--- config.mk ---
export PLATFORM = sky130hd
export DESIGN_NAME = fp64_mant_mul_seq
export DESIGN_NICKNAME = d
export VERILOG_FILES = /design/src/rtl/fp64_mant_mul_seq_pkg.sv /design/src/rtl/fp64_mant_mul_seq_mant_add_step.sv /design/src/rtl/fp64_mant_mul_seq.sv
export SDC_FILE = /design/constraint.sdc
export NUM_CORES = 1
export LEC_CHECK = 0
export ABC_AREA = 1
export BUFFER_PORTS_ARGS = -buffer_cell sky130_fd_sc_hd__buf_2
export CAP_MARGIN = 40
export CORE_MARGIN = 2
export CORE_UTILIZATION = 61
export DETAILED_ROUTE_END_ITERATION = 16
export PLACE_DENSITY = 0.87
export RECOVER_POWER = 25
export SLEW_MARGIN = 15
export SYNTH_ARGS = -nofsm -noshare
export SYNTH_HDL_FRONTEND = slang
export SYNTH_SLANG_ARGS = --single-unit
--- constraint.sdc ---
create_clock -name clk -period 6.9 [get_ports clk]
set_clock_uncertainty 0.15 [all_clocks]
set_input_delay 0.69 -clock clk [delete_from_list [all_inputs] [get_ports clk]]
set_output_delay 0.69 -clock clk [all_outputs]
set_load 0.02 [all_outputs]
--- src/rtl/fp64_mant_mul_seq_pkg.sv ---
// Shared FP64 significand-multiplier definitions: widths, FSM state
// encoding and significand/product types.
package fp64_mant_mul_seq_pkg;

  localparam int unsigned FP64_MANT_W = 53;
  localparam int unsigned FP64_PROD_W = 2 * FP64_MANT_W;

  typedef enum logic [1:0] {
    IDLE = 2'd0,
    BUSY = 2'd1,
    DONE = 2'd2
  } state_e;

  typedef logic [FP64_MANT_W-1:0] fp64_mant_t;
  typedef logic [FP64_PROD_W-1:0] fp64_prod_t;

endpackage

--- src/rtl/fp64_mant_mul_seq_mant_add_step.sv ---
// One shift-and-add step: conditionally adds the multiplicand to the low
// accumulator bits, returning a (MANT_W+1)-bit sum that keeps the carry.
module fp64_mant_mul_seq_mant_add_step #(
  parameter int unsigned MANT_W = 53
) (
  input  logic [MANT_W-1:0] acc_lo,
  input  logic [MANT_W-1:0] mcand,
  input  logic              mplier_lsb,
  output logic [MANT_W:0]   sum
);

  logic [MANT_W:0] addend;

  // Gate the multiplicand by the current multiplier bit and add with carry-out.
  always_comb begin
    addend = '0;
    if (mplier_lsb) addend = {1'b0, mcand};
    sum = {1'b0, acc_lo} + addend;
  end

endmodule

--- src/rtl/fp64_mant_mul_seq.sv ---
// Iterative radix-2 shift-and-add multiplier for FP64 significands.
// Produces the full unnormalised 2*MANT_W-bit product after MANT_W
// add-shift iterations.
// Optional feature: define EARLY_TERM_EN to finish as soon as all
// unconsumed multiplier bits are zero (one-shot barrel shift to DONE).
module fp64_mant_mul_seq
  import fp64_mant_mul_seq_pkg::*;
#(
  parameter int unsigned MANT_W = FP64_MANT_W,
  parameter int unsigned CNT_W  = 6
) (
  input  logic                  clk,
  input  logic                  rst,
  input  logic                  in_valid,
  output logic                  in_ready,
  input  logic [MANT_W-1:0]     a_mant,
  input  logic [MANT_W-1:0]     b_mant,
  output logic                  out_valid,
  input  logic                  out_ready,
  output logic [2*MANT_W-1:0]   product,
  output logic                  busy
);

  state_e             state_q, state_d;
  logic [MANT_W-1:0]  mcand_q, mcand_d;
  // Accumulator holds only the low MANT_W bits: after each right shift the
  // (MANT_W+1)-bit accumulator's top bit is always zero.
  logic [MANT_W-1:0]  acc_q, acc_d;
  logic [MANT_W-1:0]  mplier_q, mplier_d;
  logic [CNT_W-1:0]   cnt_q, cnt_d;
  logic               in_ready_q, in_ready_d;
  logic               out_valid_q, out_valid_d;
  logic               busy_q, busy_d;
  logic [MANT_W:0]    s;

  fp64_mant_mul_seq_mant_add_step #(
    .MANT_W (MANT_W)
  ) u_mant_add_step (
    .acc_lo     (acc_q),
    .mcand      (mcand_q),
    .mplier_lsb (mplier_q[0]),
    .sum        (s)
  );

`ifdef EARLY_TERM_EN
  logic [MANT_W-1:0]  unconsumed;
  logic [CNT_W:0]     shamt;

  // Multiplier bits not yet consumed, and the shift that skips them all.
  always_comb begin
    unconsumed = mplier_q & ({MANT_W{1'b1}} >> cnt_q);
    shamt      = (CNT_W+1)'(MANT_W) - {1'b0, cnt_q};
  end
`endif

  // Next-state logic for the FSM, datapath registers and registered outputs.
  always_comb begin
    state_d  = state_q;
    mcand_d  = mcand_q;
    acc_d    = acc_q;
    mplier_d = mplier_q;
    cnt_d    = cnt_q;
    unique case (state_q)
      IDLE: begin
        // Acceptance is gated by the registered ready so nothing is taken
        // in the first cycle after reset release.
        if (in_valid && in_ready_q) begin
          mcand_d  = a_mant;
          acc_d    = '0;
          mplier_d = b_mant;
          cnt_d    = '0;
          state_d  = BUSY;
        end
      end
      BUSY: begin
`ifdef EARLY_TERM_EN
        if (unconsumed == '0) begin
          {acc_d, mplier_d} = {acc_q, mplier_q} >> shamt;
          state_d           = DONE;
        end else
`endif
        begin
          acc_d    = s[MANT_W:1];
          mplier_d = {s[0], mplier_q[MANT_W-1:1]};
          cnt_d    = cnt_q + CNT_W'(1);
          if (cnt_q == CNT_W'(MANT_W - 1)) state_d = DONE;
        end
      end
      DONE: begin
        if (out_ready) state_d = IDLE;
      end
      default: state_d = IDLE;
    endcase
    in_ready_d  = (state_d == IDLE);
    out_valid_d = (state_d == DONE);
    busy_d      = (state_d == BUSY);
  end

  // State and datapath registers with synchronous reset.
  always_ff @(posedge clk) begin
    if (rst) begin
      state_q     <= IDLE;
      mcand_q     <= '0;
      acc_q       <= '0;
      mplier_q    <= '0;
      cnt_q       <= '0;
      in_ready_q  <= 1'b0;
      out_valid_q <= 1'b0;
      busy_q      <= 1'b0;
    end else begin
      state_q     <= state_d;
      mcand_q     <= mcand_d;
      acc_q       <= acc_d;
      mplier_q    <= mplier_d;
      cnt_q       <= cnt_d;
      in_ready_q  <= in_ready_d;
      out_valid_q <= out_valid_d;
      busy_q      <= busy_d;
    end
  end

  assign in_ready  = in_ready_q;
  assign out_valid = out_valid_q;
  assign busy      = busy_q;
  assign product   = {acc_q, mplier_q};

endmodule

; ---- Yosys cells after proc, flatten, opt, wreduce, memory -nomap -nowiden
; Index checks and enable logic that the tools add are counted.
[word_totals]
word_cells = 33
reg_bits = 170
[op_classes]
n_reduce_logical = 6
addsub = 2
n_mux = 11
n_eq_ne = 6
[ops]
columns = op, n
row1 = $pmux 53 s2, 2
row2 = $mux 53, 3
row3 = $add 53x53->54, 1
row4 = $pmux 6 s2, 1
row5 = $add 6x1->6 const B, 1
row6 = $eq 6x6->1 const B, 1
row7 = $mux 2, 3
row8 = $mux 6, 1
row9 = $pmux 2 s3, 1
row10 = $eq 2x1->1 const B, 2
row11 = $eq 2x2->1 const B, 2
row12 = $logic_not 2->1, 2
row13 = $reduce_and 2->1, 2
row14 = $ne 2x2->1 const B, 1
row15 = $reduce_bool 2->1, 1
row16 = $logic_and 1x1->1, 1

; ---- Longest topological paths before layout
; Gate-level depths: netlist of the first run.
[depth]
word_depth = 4
mapped_depth = 19
ltp_nobuf = 17

; ---- By module
; Synthesis of the first run repeated with hierarchy kept, for this count alone.
[hier_totals]
cells_unflattened = 1918
hier_area_um2 = 11447.2
[modules_own_cells]
columns = module, area_each_um2, cells_each, n_inst
row1 = fp64_mant_mul_seq, 6369.9, 828, 1
row2 = fp64_mant_mul_seq_mant_add_step, 5077.4, 1090, 1

; ---- Worst setup path after synthesis of the first run
; OpenSTA, ideal clock, no wires.
[synth_timing]
kind = reg-to-reg
from = register mplier_q[0]
to = register acc_q[39]
setup_time_ps = 132
arrival_ps = 2281
path_stages_with_launch = 18
setup_slack_ps = 4336
synth_period_minus_slack_ps = 2564
path_cell_list = dfxtp_1 > clkbuf_1 > clkbuf_1 > nand2_1 > inv_1 > ha_1 > inv_1 > fa_1 > nor2_1 > o21ai_0 > nand2_1 > nand3_1 > nand3_1 > nand2_1 > nand2_1 > nand2_1 > nand3_1 > a21oi_1
[synth_between]
elab_chain_len = 3
[synth_lines]
columns = element, line
row1 = start: declaration, fp64_mant_mul_seq.sv:29  ; logic [MANT_W-1:0] mplier_q, mplier_d;
row2 = start signal: assignment, fp64_mant_mul_seq.sv:114  ; mplier_q <= mplier_d;
row3 = $mux 53, fp64_mant_mul_seq_mant_add_step.sv:17  ; if (mplier_lsb) addend = {1'b0, mcand};
row4 = $add 53x53->54, fp64_mant_mul_seq_mant_add_step.sv:18  ; sum = {1'b0, acc_lo} + addend;
row5 = $pmux 53 s2, fp64_mant_mul_seq.sv:63  ; unique case (state_q)
row6 = end signal: assignment, fp64_mant_mul_seq.sv:104  ; acc_q <= '0;
row7 = end signal: assignment, fp64_mant_mul_seq.sv:113  ; acc_q <= acc_d;
row8 = end: declaration, fp64_mant_mul_seq.sv:28  ; logic [MANT_W-1:0] acc_q, acc_d;
; Every way passes these cells.
; A chain may end at the register's enable or synchronous reset.

; ---- Final worst setup path of the first run
[layout_timing]
from = register mplier_q[0]
to = register acc_q[47]
; The elaborated chain is that of the path after synthesis.

==> flow_metrics.tcl, run 1 <==
set metrics [dict create \
    async_flop_share_pct 0 \
    min-delay-path-class "flip-flop to flip-flop" \
    post_synth.cell_area_avg_um2 6.054 \
    cp_slowest_cell "sky130_fd_sc_hd__dfxtp_2" \
    synth_cells 1873 \
    synth.net_count 2039 \
    sequential_cell_fraction_of_total_power_pct 44.6 \
    internal_power_mw 1.670 \
    seq_area_frac_synth_pct 30.02 \
    wirelength_um 36840 \
    family_of_cells_with_the_greatest_summed_delay_on_the_critical_path "simple AND/OR/NAND/NOR gates" \
    power.switching_fraction_pct 32.58 \
    clk_latency_ns 0.44 \
    worst-endpoint-arrival_ns 3.32 \
    mostFrequentLayoutCell "sky130_fd_sc_hd__nand2_1" \
    ys_warn_count 0 \
    antenna_left 0 \
    timing.slew.headroom_pct 44.78 \
    setup_viol_count_final 0 \
    largest_net_degree_at_the_start_of_global_routing 89 \
    finalWeightedCongestion 1.046 \
    floorplan.die.width_um 140.3 \
    timing.fmax_mhz 312.8 \
    detailed_place_hpwl_um 28330 \
    most_prevalent_standard_cell_on_the_critical_path "sky130_fd_sc_hd__nand2_1" \
    dr.first_iter.drc_count 1078 \
    cts_tree "yes" \
    critPathMaxStageDelay_ns 0.69 \
    cts_hold_buffers 0 \
    drc 0 \
    max_cap_viol_count 0 \
    highest_metal_layer_with_signal_wires "met4" \
    timing.critical_path.buf_inv 3 \
    fill_cells 1626 \
    detail_route.vias_per_cell 5.547 \
    report.final.hold_viol_count 0 \
    setup_repair_bufs_after_cts 0 \
    antenna-diode-count 0 \
    share_of_final_layout_standard_cells_stronger_than_drive_strength_1_pct 12.52 \
    start_util_pct 62.69 \
    maxSlewViolCount 0 \
    syn2layout_area_growth_pct 15.33 \
    detail_route.wl_per_cell_um 16.04 \
    final_cell_mix "sky130_fd_sc_hd__nand2_1 (536), sky130_fd_sc_hd__inv_1 (306), sky130_fd_sc_hd__nor2_1 (290)" \
    clk_pin_slew_ns 0.07 \
    unrepaired_setup_endpoints_after_global_routing "no" \
    global_route.overflow_total 0 \
    grt_pass1_vias 11700 \
    synth.lib_cells_used.distinct 44 \
    antenna_found_initial 0 \
    p_sw_mw 0.8069 \
    numCtsBuffers 17 \
    combinational_group_share_of_total_power_pct 15.2 \
    crit_path_start_kind "flip-flop" \
    design.final.nets 2221 \
    globalRouteTotalUtil_pct 37.13 \
    placement_stage_worst_setup_slack_ns 3.828 \
    status "finished, final reports clean" \
    dr_total_vias 12740 \
    synth_flop_cell "sky130_fd_sc_hd__dfxtp_1" \
    cts-root-to-sink-buffers 2 \
    io_pins 219 \
    final.min_clock_period_ns 3.197 \
    layout.cells.non_filler 2297 \
    power-per-cell-area_mw_per_mm2 189.4 \
    drt-pass1-iter-count 6 \
    coreArea_mm2 0.01809 \
    period_share_pct 46.33 \
    ctsHtreeMaxLevel 4 \
    numClockSinks 170 \
    worstPathMaxFanout 29 \
    dr_wl_met3_um 3477 \
    syn_area_mm2 0.01134 \
    port-buffer-count 218 \
    dp.cells 2265 \
    fin_setup_tns_ns 0 \
    tightest_slew_ns 0.8283 \
    route.layer.met1.wl_um 15280 \
    number_of_enable_type_register_cells_in_the_synthesized_netlist 0 \
    dr_wl_met2_um 16840 \
    end_kind "flip-flop" \
    synth.ff_latch_count 170 \
    worst-setup-path-type "flip-flop to flip-flop" \
    setup_slack_ns 3.703 \
    worst_path_required_time_ns 7.03 \
    share_clk_of_total_power_pct 40.2 \
    timing.critical_path.cells "buf_16, nand2_1, inv_1, ha_1, inv_1, fa_1, nor2_1, o21ai_0, nand2_1, nand2_1, nand2_2, nand2_1, nand3_1, nand2_1, nand3_1, a21oi_1" \
    chipHeight_um 140.3 \
    cts-resized-gates 0 \
    cts-root-buf "sky130_fd_sc_hd__clkbuf_16" \
    vdd_drop_max_v 0.0002187 \
    global_route_wire_length_before_repair_um 58560 \
    power.leakage_nw 6.848 \
    floorplan.die_area_mm2 0.01969 \
    placement_rows 49 \
]
[cells in the mapped netlist, types with 2 or more instances]
| cell | n | area, µm² |
|---|---|---|
| sky130_fd_sc_hd__inv_1 | 308 | 1156 |
| sky130_fd_sc_hd__and3_1 | 2 | 12.51 |
| sky130_fd_sc_hd__nand2_2 | 16 | 100.1 |
| sky130_fd_sc_hd__or2_2 | 5 | 31.28 |
| sky130_fd_sc_hd__o21ai_0 | 89 | 445.4 |
| sky130_fd_sc_hd__inv_2 | 6 | 22.52 |
| sky130_fd_sc_hd__or2_0 | 2 | 12.51 |
| sky130_fd_sc_hd__nand3_1 | 82 | 410.4 |
| sky130_fd_sc_hd__nand3_2 | 7 | 70.07 |
| sky130_fd_sc_hd__o21bai_1 | 3 | 22.52 |
| sky130_fd_sc_hd__clkbuf_1 | 38 | 142.6 |
| sky130_fd_sc_hd__nand2_1 | 536 | 2012 |
| sky130_fd_sc_hd__buf_1 | 5 | 18.77 |
| sky130_fd_sc_hd__nor2_1 | 290 | 1089 |
| sky130_fd_sc_hd__or2_1 | 2 | 12.51 |
| sky130_fd_sc_hd__ha_1 | 55 | 688.2 |
| sky130_fd_sc_hd__nand3b_1 | 3 | 22.52 |
| sky130_fd_sc_hd__nor2_2 | 18 | 112.6 |
| sky130_fd_sc_hd__and2_1 | 3 | 18.77 |
| sky130_fd_sc_hd__buf_4 | 2 | 15.01 |
| sky130_fd_sc_hd__nor2_4 | 7 | 78.83 |
| sky130_fd_sc_hd__buf_6 | 3 | 33.78 |
| sky130_fd_sc_hd__nor3_1 | 11 | 55.05 |
| sky130_fd_sc_hd__buf_2 | 15 | 75.07 |
| sky130_fd_sc_hd__nor3_2 | 3 | 30.03 |
| sky130_fd_sc_hd__nand4_1 | 9 | 56.30 |
| sky130_fd_sc_hd__o221ai_1 | 52 | 455.4 |
| sky130_fd_sc_hd__a21oi_1 | 114 | 570.6 |
| sky130_fd_sc_hd__o21a_1 | 3 | 22.52 |
| sky130_fd_sc_hd__dfxtp_1 | 170 | 3403 |
[logic make-up after synthesis]
kind of cell	Yosys count	synth area share, %
AND/OR/NAND/NOR	998	36.66
flip-flops	170	30.02
adder cells (fa/ha/maj)	56	6.246
buffers and inverters	380	13.15
AO/OA/AOI/OAI	269	13.93
[power groups by stage]
stage,Combinational (mW),Clock [mW],Sequential (mW)
3_3_place_gp,0.352,0,1.13
6_report,0.377,0.996,1.10
2_1_floorplan,0.211,0,1.16
5_1_grt,0.417,1.04,1.11
4_1_cts,0.384,0.996,1.10
3_5_place_dp,0.381,0,1.12
[state kept, by name, indices dropped and copies added (netlist names)]
signal,count
mcand_q,53
cnt_q,6
in_ready,1
busy,1
acc_q,53
out_valid,1
state_q,2
mplier_q,53
[final cells by class]
type	instances	area, µm²	share of cell area (%)
clock buffers	17	425.4	3.253
clock inverters	15	188.9	1.445
inverters	315	1182	9.042
multi-input cells	1323	6444	49.28
flip-flops and latches	170	3405	26.04
well taps	229	286.5	2.191
repair buffers	228	1145	8.755
[metrics by stage]
stage	area, µm²	power, mW	hold WS (ns)	utilization [%]
after floorplan	11340	1.367	0.3049	-
after global placement	12450	1.479	0.3153	68.86
after detailed placement	12550	1.504	0.3210	69.38
after CTS	13160	2.481	0.3375	72.78
after global routing	13080	2.564	0.3586	72.30
final	13080	2.477	0.3346	72.30
[routing by layer]
layer / vias up / GRT usage [%]
li1: 6234 / -
met1: 5799 / 48.32
met2: 627 / 61.30
met3: 81 / 7.726
met4: 0 / 13.02
met5: - / 0
[final timing paths]
| check | startpoint | endpoint | slack [ns] | cells past startpoint |
|---|---|---|---|---|
| max reg2reg | mplier_q[0] | acc_q[47] | 3.70 | 16 |
| min reg2reg | mcand_q[30] | mcand_q[30] | 0.33 | 2 |
| min | mcand_q[30] | mcand_q[30] | 0.33 | 2 |
| max | mplier_q[0] | acc_q[47] | 3.70 | 16 |
[worst min-delay path: stages (launching register included)]
cell and delay, ns:
sky130_fd_sc_hd__dfxtp_1 0.33, sky130_fd_sc_hd__nor2_1 0.05, sky130_fd_sc_hd__nor2_1 0.08
Power figures use the tool's default switching activity.
==> run 2: changes to the inputs <==
ABC_AREA = 0   (was 1)
CORE_UTILIZATION = 55   (was 61)
PLACE_DENSITY = 0.81   (was 0.87)
clock period = 3.22 ns   (was 6.9 ns; I/O delays follow)
==> run 2 against run 1 <==
Effect of this change:
- area after synthesis shrank 16%
- design area down 3.8%
- global-route usage decreased by 6.5 points
- total power is 110% higher
- non-clock buffer count rose by 155
- synthesized cell count decreased by 32%
- critical path depth fell by 2
- via count down 21%
- cell count is 21% lower
- hold slack worse by 0.33 ns
==> flow_metrics.tcl, run 2 <==
set metrics [dict create \
    status "finished, final reports clean" \
    min-delay-path-class "input pin to flip-flop" \
    yosys-mux-area-fraction_pct 0.2242 \
    chipHeight_um 135.3 \
    worst_path_required_time_ns 3.39 \
    setup_viol_count_final 0 \
    combinational_group_share_of_total_power_pct 15.0 \
    post_place_instance_area_mm2 0.01138 \
    floorplan.die_area_mm2 0.01832 \
    worst-r2r-cell-count 14 \
    detail_route.wl_per_cell_um 15.48 \
    post_synth.cell_area_avg_um2 7.499 \
    dr.first_iter.drc_count 811 \
    synth.ff_latch_count 170 \
    max_cap_viol_count 0 \
    coreArea_mm2 0.01706 \
    numClockSinks 170 \
    synth_top_cells_by_area "sky130_fd_sc_hd__dfxtp_1 (36%), sky130_fd_sc_hd__nand2_1 (7.9%), sky130_fd_sc_hd__nor2_1 (7.9%), sky130_fd_sc_hd__ha_1 (7.3%), sky130_fd_sc_hd__a21oi_1 (6.7%)" \
    post-layout-total-power_mw 5.143 \
    synth_flop_cell "sky130_fd_sc_hd__dfxtp_1" \
    wirelength_um 28170 \
    combinational_family_with_the_most_area_after_synthesis "simple AND/OR/NAND/NOR gates" \
    cts-root-to-sink-buffers 2 \
    cp-endpoint "acc_q[46]" \
    port-buffer-count 218 \
    power.switching_fraction_pct 29.82 \
    synth.lib_cells_used.distinct 69 \
    critPathMaxStageDelay_ns 0.40 \
    timing.critical_path.cells "buf_8, and2_1, ha_1, and3_4, buf_4, nand2_1, buf_4, o41ai_4, a31oi_2, buf_4, o21ai_2, a21oi_1, xor2_1, o21ai_1" \
    drc 0 \
    critical_path.reg2reg.startpoint "mplier_q[0]" \
    dr_total_vias 10110 \
    crit_path_start_kind "flip-flop" \
    synth_fa_ha_area_share_pct 7.465 \
    start_util_pct 55.62 \
    most_prevalent_standard_cell_on_the_critical_path "sky130_fd_sc_hd__buf_4" \
    yosys-top-cells-count "sky130_fd_sc_hd__nand2_1 (199), sky130_fd_sc_hd__nor2_1 (199), sky130_fd_sc_hd__dfxtp_1 (170), sky130_fd_sc_hd__a21oi_1 (127), sky130_fd_sc_hd__clkbuf_1 (77)" \
    maxSlewViolCount 0 \
    timing.fmax_mhz 323.8 \
    largest_registers "acc_q (53), mcand_q (53), mplier_q (53)" \
    hold_slack_ns 0.004091 \
    finalWeightedCongestion 0.9503 \
    r2r_end "acc_q[46]" \
    syn_area_mm2 0.009487 \
    placement_rows 48 \
    synth_top_area_share_pct 35.87 \
    ctsHtreeMaxLevel 4 \
    number_of_enable_type_register_cells_in_the_synthesized_netlist 0 \
    async_flop_share_pct 0 \
    seq_area_frac_synth_pct 35.87 \
    clk_latency_ns 0.44 \
    worst-endpoint-arrival_ns 3.25 \
    vdd_drop_max_v 0.0004575 \
    worst_case_register_to_register_setup_slack_ns 0.13 \
    power.leakage_nw 5.745 \
    io_pins 219 \
    p_sw_mw 1.534 \
    worst-setup-path-type "flip-flop to flip-flop" \
    fin_util_pct 73.77 \
    global_route_wire_length_before_repair_um 46150 \
    design.final.nets 1747 \
    antenna-diode-count 0 \
    simple_gate_share_of_the_synthesized_area_pct 28.44 \
    cp_slowest_cell "sky130_fd_sc_hd__o41ai_4" \
    antenna_left 0 \
    cts-root-buf "sky130_fd_sc_hd__clkbuf_16" \
    drt-pass1-iter-count 5 \
    sequential_cell_fraction_of_total_power_pct 45.0 \
    synth_area_leader_cell "sky130_fd_sc_hd__dfxtp_1" \
    numCtsBuffers 17 \
    power-per-cell-area_mw_per_mm2 408.7 \
    grt_pass1_vias 9783 \
    internal_power_mw 3.609 \
    finish.instance_area_mm2 0.01258 \
    clk_pin_slew_ns 0.07 \
    detail_route.vias_per_cell 5.557 \
    cts_tree "yes" \
    synth.net_count 1431 \
    share_of_final_layout_standard_cells_stronger_than_drive_strength_1_pct 21.33 \
    syn2layout_area_growth_pct 32.64 \
    final.min_clock_period_ns 3.088 \
    tightest_slew_ns 0.7151 \
    period_share_pct 95.90 \
    global_route.overflow_total 0 \
    floorplan.die.width_um 135.3 \
    largest_net_degree_at_the_start_of_global_routing 102 \
    synth-compound-area-share_pct 19.72 \
    worstPathMaxFanout 16 \
    report.final.hold_viol_count 0 \
    synth_cells 1265 \
    end_kind "flip-flop" \
    antenna_found_initial 0 \
    detailed_place_hpwl_um 19640 \
    crit_path_start "mplier_q[0]" \
    ys_warn_count 0 \
    final_cell_mix "sky130_fd_sc_hd__nand2_1 (198), sky130_fd_sc_hd__nor2_1 (198), sky130_fd_sc_hd__dfxtp_1 (169)" \
    synthXorXnorAreaFrac_pct 4.155 \
    share_clk_of_total_power_pct 39.9 \
    fill_cells 1307 \
    globalRouteTotalUtil_pct 30.61 \
    timing.slew.headroom_pct 52.15 \
]
run 2: changes by cell type in the layout (fill, tap and decap cells not counted), sizes merged, moves of 14 or more:
| cell | previous run | this run |
|---|---|---|
| nor2 | 315 | 199 |
| dlygate4sd3 | 0 | 52 |
| buf | 159 | 263 |
| and2 | 3 | 55 |
| o21ai | 89 | 61 |
| nor4 | 0 | 53 |
| inv | 321 | 25 |
| nand3 | 89 | 39 |
| xor2 | 0 | 21 |
| nand2 | 552 | 200 |
| xnor2 | 0 | 24 |
| a21o | 1 | 35 |
| o221ai | 52 | 0 |
| a21oi | 115 | 129 |
run 2: kinds of logic (layout without fill, tap and decap cells):
kind of cell,after synthesis,count (layout)
XOR/XNOR,45,45
buffers and inverters,101,430
AO/OA/AOI/OAI,294,294
AND/OR/NAND/NOR,597,597
adder cells (fa/ha/maj),56,56
multiplexers,2,2
flip-flops,170,170
run 2: final cells by class:
class	count	area [µm²]	share of cell area, %
multi-input cells	994	5861	46.57
flip-flops and latches	170	3407	27.08
repair buffers	383	2397	19.05
clock buffers	17	425.4	3.381
well taps	225	281.5	2.237
clock inverters	15	155.1	1.233
inverters	15	56.30	0.4475
run 2: critical path, delay by kind of cell (launching register included):
kind	cells	cell delay, ns
AOI/OAI and AO/OA	5	0.90
xor gates and xnor gates	1	0.15
adders and majority gates	1	0.38
buffers and inverters	4	0.59
DFF	1	0.37
and+or+nand+nor	3	0.45
run 2: how the worst min path moves through the flow:
stage / from / end / cells past startpoint
2_1_floorplan: mcand_q[0] / mcand_q[0] / 2
3_3_place_gp: mcand_q[49] / mcand_q[49] / 2
3_5_place_dp: mcand_q[49] / mcand_q[49] / 2
4_1_cts: a_mant[32] / mcand_q[32] / 3
5_1_grt: a_mant[32] / mcand_q[32] / 3
6_report: a_mant[32] / mcand_q[32] / 3
run 2: layer usage:
metal,global-route usage [%],routed length [µm],up-vias
li1,-,-,4980
met1,36.50,11610,4719
met2,53.24,14040,351
met3,6.996,1728,59
met4,12.50,782,0
met5,0,0,-
run 2: power by group through the flow:
stage	registers, mW	logic (mW)	clock network (mW)
after floorplan	2.44	0.360	0
after global placement	2.35	0.714	0
after detailed placement	2.36	0.732	0
after CTS	2.31	0.784	2.08
after global routing	2.33	0.855	2.17
final	2.32	0.774	2.05
run 2: through the flow:
| step | setup WS [ns] | std cells | TNS [ns] |
|---|---|---|---|
| final | 0.1321 | 1819 | 0 |
| after global routing | -0.01394 | 1819 | -0.01898 |
| after CTS | 0.01749 | 1815 | 0 |
| after detailed placement | 0.04135 | 1731 | 0 |
| after global placement | 0.1049 | 1731 | 0 |
| after floorplan | 0.1324 | 1265 | 0 |
run 2: what timing repair did:
item	CTS	global route
pin swaps	0	12
hold buffers	52	0
gates resized for setup	1	25
hold endpoints to repair	52	0
buffers inserted	0	4
endpoints found under the setup margin	1	27
==> run 3: changes to the inputs <==
BUFFER_PORTS_ARGS = default   (was -buffer_cell sky130_fd_sc_hd__buf_2)
CORE_UTILIZATION = 64   (was 55)
DONT_BUFFER_PORTS = 1   (was default)
PLACE_DENSITY = 0.8   (was 0.81)
==> run 3 against run 2 <==
Effect of this change:
- setup slack lost 0.078 ns
- combinational power fell by 18%
- register-to-register slack worse by 0.08 ns
- hold slack gained 0.12 ns
- sequential share of layout area rose by 1.4 points
- cell count is 13% lower
- first-iteration DRC count is 14% lower
- flip-flop and latch count is the same
- fmax shrank 2.5%
- highest routed layer unchanged
- critical path type unchanged
- wire length is 2.5% higher
==> flow_metrics.tcl, run 3 (synthesis gave the netlist of run 2 again) <==
set metrics [dict create \
    status "finished, final reports clean" \
    route.layer.met1.wl_um 10970 \
    numCtsBuffers 17 \
    fin_util_pct 82.37 \
    wirelength_um 28870 \
    max_cap_viol_count 0 \
    worst-endpoint-arrival_ns 3.33 \
    power.leakage_nw 5.102 \
    chipHeight_um 125.8 \
    cts_tree "yes" \
    unrepaired_setup_endpoints_after_global_routing "yes" \
    drt-pass1-iter-count 6 \
    share_clk_of_total_power_pct 39.3 \
    largest_net_degree_at_the_start_of_global_routing 140 \
    floorplan.die.width_um 125.8 \
    fin_setup_tns_ns 0 \
    numClockSinks 170 \
    timing.slew.headroom_pct 42.62 \
    antenna_left 0 \
    detail_route.wl_per_cell_um 18.19 \
    layout.cells.non_filler 1587 \
    maxSlewViolCount 0 \
    worst-setup-path-type "flip-flop to flip-flop" \
    timing.fmax_mhz 315.9 \
    worst_path_required_time_ns 3.38 \
    end_kind "flip-flop" \
    dr_wl_met2_um 14350 \
    highest_metal_layer_with_signal_wires "met4" \
    ctsHtreeMaxLevel 4 \
    cts-root-buf "sky130_fd_sc_hd__clkbuf_16" \
    sequential_cell_fraction_of_total_power_pct 48.2 \
    min_from "rst" \
    critical_path.reg2reg.startpoint "mplier_q[0]" \
    setup_viol_count_final 0 \
    setup_slack_ns 0.05418 \
    grt_pass1_vias 9411 \
    clk_latency_ns 0.43 \
    combinational_group_share_of_total_power_pct 12.5 \
    coreArea_mm2 0.01453 \
    finish.instance_area_mm2 0.01197 \
    crit_path_start "mplier_q[0]" \
    global_route_wire_length_before_repair_um 45200 \
    design.final.nets 1556 \
    placement_stage_worst_setup_slack_ns -0.03844 \
    antenna_found_initial 0 \
    detail_route.vias_per_cell 6.042 \
    final_cell_mix "sky130_fd_sc_hd__nand2_1 (198), sky130_fd_sc_hd__nor2_1 (198), sky130_fd_sc_hd__dfxtp_1 (169)" \
    hold_slack_ns 0.1260 \
    vdd_drop_max_v 0.0004767 \
    globalRouteTotalUtil_pct 34.41 \
    clk_pin_slew_ns 0.07 \
    tightest_slew_ns 0.8607 \
    power.switching_fraction_pct 30.46 \
    period_share_pct 98.32 \
    detailed_place_hpwl_um 17430 \
    dr_wl_met3_um 2217 \
    p_sw_mw 1.545 \
    final.min_clock_period_ns 3.166 \
    global_route.overflow_total 0 \
    dr_total_vias 9589 \
    finalWeightedCongestion 0.9637 \
    post_place_instance_area_mm2 0.009983 \
    dp.cells 1436 \
    internal_power_mw 3.528 \
    dr.first_iter.drc_count 700 \
    worstPathMaxFanout 9 \
    placement_rows 44 \
    largest_registers "acc_q (53), mcand_q (53), mplier_q (53)" \
    port-buffer-count 0 \
    post-layout-total-power_mw 5.073 \
    crit_path_start_kind "flip-flop" \
    cts-root-to-sink-buffers 2 \
    drc 0 \
    floorplan.die_area_mm2 0.01581 \
    io_pins 219 \
    start_util_pct 65.27 \
    min-delay-path-class "input pin to flip-flop" \
    syn2layout_area_growth_pct 26.19 \
    antenna-diode-count 0 \
    power-per-cell-area_mw_per_mm2 423.8 \
    share_of_final_layout_standard_cells_stronger_than_drive_strength_1_pct 12.26 \
    report.final.hold_viol_count 0 \
]
-- run 3: power groups by stage --
stage	Clock (mW)	Sequential, mW	Combinational (mW)
finish	1.99	2.45	0.634
detailed placement	0	2.48	0.445
CTS	2.00	2.43	0.579
global route	2.11	2.46	0.693
global placement	0	2.48	0.427
floorplan	0	2.44	0.360
-- run 3: cell type report --
cell class	instances	area (µm²)
fill	868	2562
inverter	15	56.30
tap	184	230.2
clock inverter	14	123.9
multi-input combinational	994	5944
timing repair buffer	192	1770
clock buffer	18	439.2
sequential	170	3407
-- run 3: final timing paths --
check | to | cells past startpoint | slack, ns
setup / recovery | acc_q[41] | 15 | 0.05
hold / removal | acc_q[52] | 3 | 0.13
setup reg to reg | acc_q[41] | 15 | 0.05
hold reg to reg | mcand_q[48] | 2 | 0.30
-- run 3: what timing repair did --
action / CTS / global route
pin swaps: 1 / 16
hold buffers: 108 / 0
gates cloned: 0 / 2
buffers inserted: 0 / 9
hold endpoints to repair: 139 / 0
setup endpoints to repair: 10 / 25
resized for setup: 3 / 37
-- run 3: critical path, cell delays in order, from the launching register on --
cell and delay, ns:
sky130_fd_sc_hd__dfxtp_4 0.38, sky130_fd_sc_hd__buf_12 0.15, sky130_fd_sc_hd__and2_1 0.13, sky130_fd_sc_hd__ha_1 0.18
sky130_fd_sc_hd__inv_1 0.07, sky130_fd_sc_hd__fa_1 0.19, sky130_fd_sc_hd__nor2b_2 0.06, sky130_fd_sc_hd__o31ai_2 0.25
sky130_fd_sc_hd__nand2_1 0.15, sky130_fd_sc_hd__a21oi_2 0.22, sky130_fd_sc_hd__o21a_2 0.21, sky130_fd_sc_hd__o2111ai_2 0.17
sky130_fd_sc_hd__a21oi_2 0.35, sky130_fd_sc_hd__o21ai_1 0.15, sky130_fd_sc_hd__xnor2_1 0.17, sky130_fd_sc_hd__o21ai_1 0.07
-- run 3: layer usage --
metal | vias up | GRT usage (%)
met5 | - | 0
met4 | 0 | 15.90
met3 | 103 | 9.303
met2 | 456 | 61.62
met1 | 4420 | 37.98
li1 | 4610 | -
